### config.mk
export PLATFORM = sky130hd
export DESIGN_NAME = pmem_burst_adapter
export DESIGN_NICKNAME = d
export VERILOG_FILES = /design/src/rtl/pmem_burst_adapter.sv
export SDC_FILE = /design/constraint.sdc
export NUM_CORES = 2
export LEC_CHECK = 0
export BUFFER_PORTS_ARGS = -buffer_cell sky130_fd_sc_hd__buf_2
export CORE_ASPECT_RATIO = 0.5
export CORE_MARGIN = 2
export CORE_UTILIZATION = 45
export DETAILED_ROUTE_END_ITERATION = 8
export HOLD_SLACK_MARGIN = 0.05
export PLACE_DENSITY_LB_ADDON = 0.15
export RECOVER_POWER = 50
export SLEW_MARGIN = 20
export SYNTH_ARGS = -nofsm -noshare
export SYNTH_HDL_FRONTEND = slang
export SYNTH_SLANG_ARGS = --single-unit
### constraint.sdc
create_clock -name clk -period 60.6 [get_ports clk]
set_clock_uncertainty 0.1 [all_clocks]
set_input_delay 9.09 -clock clk [delete_from_list [all_inputs] [get_ports clk]]
set_output_delay 9.09 -clock clk [all_outputs]
set_load 0.05 [all_outputs]
### src/rtl/pmem_burst_adapter.sv
// pmem_burst_adapter: memory-side responder for the 256-bit cacheline port.
// A line read or write is split into a 4 x 64-bit burst, and completion is
// signalled with a one-cycle line_resp_o pulse.
// Optional feature: define PMEM_TIMEOUT_EN to enable a per-beat watchdog that
// aborts a stalled burst after TIMEOUT_CYCLES idle cycles and raises a sticky err_o.
//
// state    | meaning
// IDLE     | waiting for line_read_i / line_write_i (read wins)
// RD_BURST | collecting read beats from memory
// WR_BURST | presenting write beats to memory
// DONE     | one-cycle line_resp_o, beat counter cleared
module pmem_burst_adapter #(
  parameter int BEATS          = 4,
  parameter int TIMEOUT_CYCLES = 255
) (
  input  logic         clk,
  input  logic         rst,
  input  logic         line_read_i,
  input  logic         line_write_i,
  input  logic [31:0]  line_addr_i,
  input  logic [255:0] line_wdata_i,
  output logic [255:0] line_rdata_o,
  output logic         line_resp_o,
  output logic [31:0]  burst_addr_o,
  output logic         burst_read_o,
  output logic         burst_write_o,
  output logic [63:0]  burst_wdata_o,
  input  logic [63:0]  burst_rdata_i,
  input  logic         burst_resp_i,
  output logic         err_o
);

  typedef enum logic [1:0] {IDLE, RD_BURST, WR_BURST, DONE} state_t;

  localparam logic [1:0] LAST_BEAT = 2'(BEATS - 1);

  if (BEATS != 4) begin : g_bad_beats
    $error("pmem_burst_adapter: only BEATS=4 is supported");
  end
  if (TIMEOUT_CYCLES < 1) begin : g_bad_timeout
    $error("pmem_burst_adapter: TIMEOUT_CYCLES must be at least 1");
  end

  state_t       state_q, state_d;
  logic [1:0]   beat_q;
  logic [1:0]   next_beat;
  logic [255:0] wr_line_q;
  logic [255:0] rd_line_q;
  logic [255:0] rd_merged;
  logic         in_burst;
  logic         beat_ok;
  logic         last_beat;
  logic         timeout;
  logic         addr_offset_unused;

  // byte offset within the line has no meaning on a line-aligned burst
  assign addr_offset_unused = ^line_addr_i[4:0];

  assign in_burst    = (state_q == RD_BURST) || (state_q == WR_BURST);
  assign beat_ok     = in_burst && burst_resp_i;
  assign last_beat   = beat_ok && (beat_q == LAST_BEAT);
  assign next_beat   = beat_q + 2'd1;
  assign line_resp_o = (state_q == DONE);

  // partially assembled read line with the current beat dropped into its slot
  always_comb begin
    rd_merged = rd_line_q;
    rd_merged[{beat_q, 6'd0} +: 64] = burst_rdata_i;
  end

  // next-state selection
  always_comb begin
    state_d = state_q;
    case (state_q)
      IDLE: begin
        if (line_read_i) begin
          state_d = RD_BURST;
        end else if (line_write_i) begin
          state_d = WR_BURST;
        end
      end
      RD_BURST, WR_BURST: begin
        if (last_beat || timeout) begin
          state_d = DONE;
        end
      end
      DONE:    state_d = IDLE;
      default: state_d = IDLE;
    endcase
  end

  // state register
  always_ff @(posedge clk or posedge rst) begin
    if (rst) begin
      state_q <= IDLE;
    end else begin
      state_q <= state_d;
    end
  end

  // burst request outputs, beat counter and line buffers
  always_ff @(posedge clk or posedge rst) begin
    if (rst) begin
      beat_q        <= 2'd0;
      burst_addr_o  <= 32'd0;
      burst_read_o  <= 1'b0;
      burst_write_o <= 1'b0;
      burst_wdata_o <= 64'd0;
      wr_line_q     <= 256'd0;
      rd_line_q     <= 256'd0;
      line_rdata_o  <= 256'd0;
    end else begin
      case (state_q)
        IDLE: begin
          beat_q <= 2'd0;
          if (line_read_i) begin
            burst_addr_o <= {line_addr_i[31:5], 5'd0};
            burst_read_o <= 1'b1;
          end else if (line_write_i) begin
            burst_addr_o  <= {line_addr_i[31:5], 5'd0};
            burst_write_o <= 1'b1;
            wr_line_q     <= line_wdata_i;
            burst_wdata_o <= line_wdata_i[63:0];
          end
        end
        RD_BURST: begin
          if (beat_ok) begin
            rd_line_q <= rd_merged;
            beat_q    <= next_beat;
          end
          // an aborted burst returns whatever beats have arrived so far
          if (last_beat || timeout) begin
            burst_read_o <= 1'b0;
            line_rdata_o <= beat_ok ? rd_merged : rd_line_q;
          end
        end
        WR_BURST: begin
          if (beat_ok) begin
            beat_q        <= next_beat;
            burst_wdata_o <= wr_line_q[{next_beat, 6'd0} +: 64];
          end
          if (last_beat || timeout) begin
            burst_write_o <= 1'b0;
          end
        end
        DONE: begin
          beat_q <= 2'd0;
        end
        default: begin
          beat_q <= 2'd0;
        end
      endcase
    end
  end

`ifdef PMEM_TIMEOUT_EN
  localparam int WD_W = $clog2(TIMEOUT_CYCLES + 1);

  logic [WD_W-1:0] wd_q;
  logic            err_q;

  assign timeout = in_burst && !burst_resp_i && (wd_q == WD_W'(TIMEOUT_CYCLES - 1));
  assign err_o   = err_q;

  // idle-cycle watchdog, restarted by burst start and by every accepted beat
  always_ff @(posedge clk or posedge rst) begin
    if (rst) begin
      wd_q  <= '0;
      err_q <= 1'b0;
    end else begin
      if (in_burst && !burst_resp_i) begin
        wd_q <= wd_q + 1'b1;
      end else begin
        wd_q <= '0;
      end
      if (timeout) begin
        err_q <= 1'b1;
      end
    end
  end
`else
  assign timeout = 1'b0;
  assign err_o   = 1'b0;
`endif

endmodule

==> metrics <==
clk buf depth=3; Hold Vio Cnt, Final=0; Synth Register Bits=about 800; LEAKAGE=roughly 0.018 uW; Crit. End Element=async pin; CP Class=in -> async; CTS buffer count=75; Max stage delay on crit path=6490 ps; mapped cell area=0.0344 sq mm; met1 usage=34.1%; hold path startpoint=rd_line_q[191]; Crit path buffers/inverters=3; crit-path cells=clkbuf_1 -> clkinvlp_2 -> clkbuf_1; slowest cell on the critical path=clkbuf_1; GRT Total Usage=25.8%; total number of vias=25,300; Die Width=395 um; DP Wirelength=~64,000 um; Hold Crit Class=reg -> reg; grt ovf=0; Final Non-Filler Cells=around 4,500; R2R Setup Slk=50,470 ps; first-iteration detailed-routing DRC count=about 1,600; worst vdd ir=46.1 uV; CTS Hold Bufs=0; # IOs=~710; Nets=approximately 3,800; final core utilization=a little over half; Placer Congestion=0.923; synth unique cells=36; Worst Tran Pin Value=about 9700 ps; FF-to-FF path depth=7; reg2reg end=line_rdata_o[4]; Most Used Layer, Global Route=met2; vias in the first global route=roughly 25,000; Power Density=50.9 mW/mm^2; Top FF cell, synth=dfrtp_1; asr flop ratio synth=100%; post-CTS setup buffers=0; met3 Use GR=4.65%; synth-to-layout area growth=16.6%; unrepaired setup endpoints after global routing=false; chip height=199 um; final cycle utilization of the critical path=between 30% and 40%; total negative slack=0 ps; CTS tree=built; post-synthesis sequential area ratio=roughly 58%; CP Depth=3; Ys Warns=0; total design power=roughly 2000 uW; hold_ws=383 ps; dpl cells=between 4,000 and 5,000; cell mode on critical path=clkbuf_1; FF-to-FF Start=state_q[0]; failing checks=capacitance limit, slew limit; initial antenna violation count=22; Tmin final=about 20,000 ps; WHS Path Cells=2; Via-to-Cell Ratio=about 5.6; largest net degree at the start of global routing=190; CTS root buffer=clkbuf_16; cell family with most CP delay=buffers and inverters; layout filler cell count=around 7,000; hold endpoint=rd_line_q[191]; # rows=between 70 and 80; Starting Density=between 40% and 50%; WP data arrival=18,660 ps; f_max=slightly below 0.05 GHz; Avg Cell Area, Syn=between 10 and 15 sq um; # clock sinks=around 800; Worst-Skew Late Latency=around 640 ps; CP Launch Type=input pin; 1st-pass router iterations=5; Slew headroom=-545%; post-route ant nets=0; Critical Path RT=about 59,000 ps; post-CTS resize count=0; Final setup violation count=0; Die Area=around 0.08 sq mm; clock-pin slew on the worst setup and hold paths=around 70 ps; max_cap viols=12; fraction of layout cells with a size suffix above 1=a little over a quarter; GR Util met2=42.2%; WL per Instance=22.9 um; Post-synth EDFFs=0; DRC viols=0; H-Tree Depth=3; first-pass GRT wire length=about 160,000 um; outcome=finished with violations; synthesized instance count=2,934; core area=0.0753 sq mm; final wirelength=around 100,000 um; fin. max-slew vios=between 900 and 1,000; critical path peak fanout=between 150 and 200; IO buf count=between 700 and 800
==> synth_stat cells (7+ instances only) <==
cell type | instances | area, sq um
a21oi_1 | 386 | 1930
a22o_1 | 192 | 1680
buf_1 | 41 | 154
buf_2 | 116 | 581
buf_4 | 20 | 150
buf_6 | 21 | 236
clkbuf_1 | 72 | 270
clkbuf_2 | 45 | 225
dfrtp_1 | 801 | 20000
ha_1 | 9 | 113
inv_1 | 7 | 26.3
mux2_2 | 342 | 3850
mux2i_1 | 133 | 1330
nand2_1 | 134 | 503
nand2b_1 | 67 | 419
nand3_1 | 197 | 986
nor2_1 | 193 | 724
o21ai_0 | 65 | 325
o221ai_1 | 64 | 561
==> worst reg2reg max path, cell delays in order (launching register included) <==
cell      delay [ps]
dfrtp_1          380
inv_1             90
ha_1             540
nand4_4          200
clkbuf_1        6650
buf_4           1770
a21oi_1          130
a21oi_1          190
==> stage by stage <==
step | area, sq um | setup WS [ps]
after floorplan | 34400 | 28920
after global placement | 38000 | 47950
after detailed placement | 38000 | 47920
after CTS | 40500 | 48660
after global routing | 40100 | 38030
final | 40100 | 40320
==> area by class of cell <==
cell class | instances | area [sq um] | share of cell area [%]
Antenna cell | 18 | 45.0 | 0.112
Multi-Input combinational cell | 1816 | 12800 | 31.8
Timing Repair Buffer | 742 | 3410 | 8.51
Inverter | 7 | 27.5 | 0.0687
Tap cell | 1022 | 1280 | 3.19
Clock buffer | 102 | 2200 | 5.49
Sequential cell | 801 | 20000 | 50.0
Clock inverter | 31 | 307 | 0.765
==> per-layer routing <==
layer / up-vias / part of all wire, %
met2: 709 / 49
met1: 13000 / 42
met5: - / 0.033
li1: 11400 / -
met4: 6 / 3.9
met3: 200 / 4.7
==> sequential cells by signal, summed over array words and instances, names as in the netlist <==
signal         count
beat_q             2
burst_addr_o      27
burst_read_o       1
burst_wdata_o     64
burst_write_o      1
line_rdata_o     256
rd_line_q        192
state_q            2
wr_line_q        256
==> worst max-delay path by stage <==
stage | startpoint | end | slack (ps)
after detailed placement | rst | line_rdata_o[204] | 47920
final | rst | wr_line_q[95] | 40320
after global placement | rst | line_rdata_o[204] | 47950
after CTS | rst | line_rdata_o[204] | 48660
after floorplan | rst | beat_q[0] | 28920
after global routing | rst | wr_line_q[230] | 38030
==> cells by family after synthesis <==
kind of cell	share of synthesized area (%)
compound gates	13.2
xor+xnor	0.0255
fa+ha+maj	0.328
buf+inv	4.78
flops	58.3
mux	15.2
other cells	0.0109
simple gates	8.06
==> where the power goes <==
part           switching (uW)  leakage (uW)  internal, uW
Clock                     214       0.00125           277
Sequential               81.2        0.0104           694
Combinational             507       0.00660           270
Total                     802        0.0183          1240
==> placed cells by master, fill, tap and decap left out, types with 64 or more instances in the layout <==
cell type / n
dfrtp_1: 801
mux2i_1: 133
nor2_1: 193
o221ai_1: 64
o21ai_0: 66
nand2b_1: 66
mux2_2: 342
buf_2: 396
a21oi_1: 386
nand3_1: 194
a22o_1: 192
nand2_1: 132
clkbuf_1: 322
clkbuf_16: 77
(Power assumes the default switching activity.)
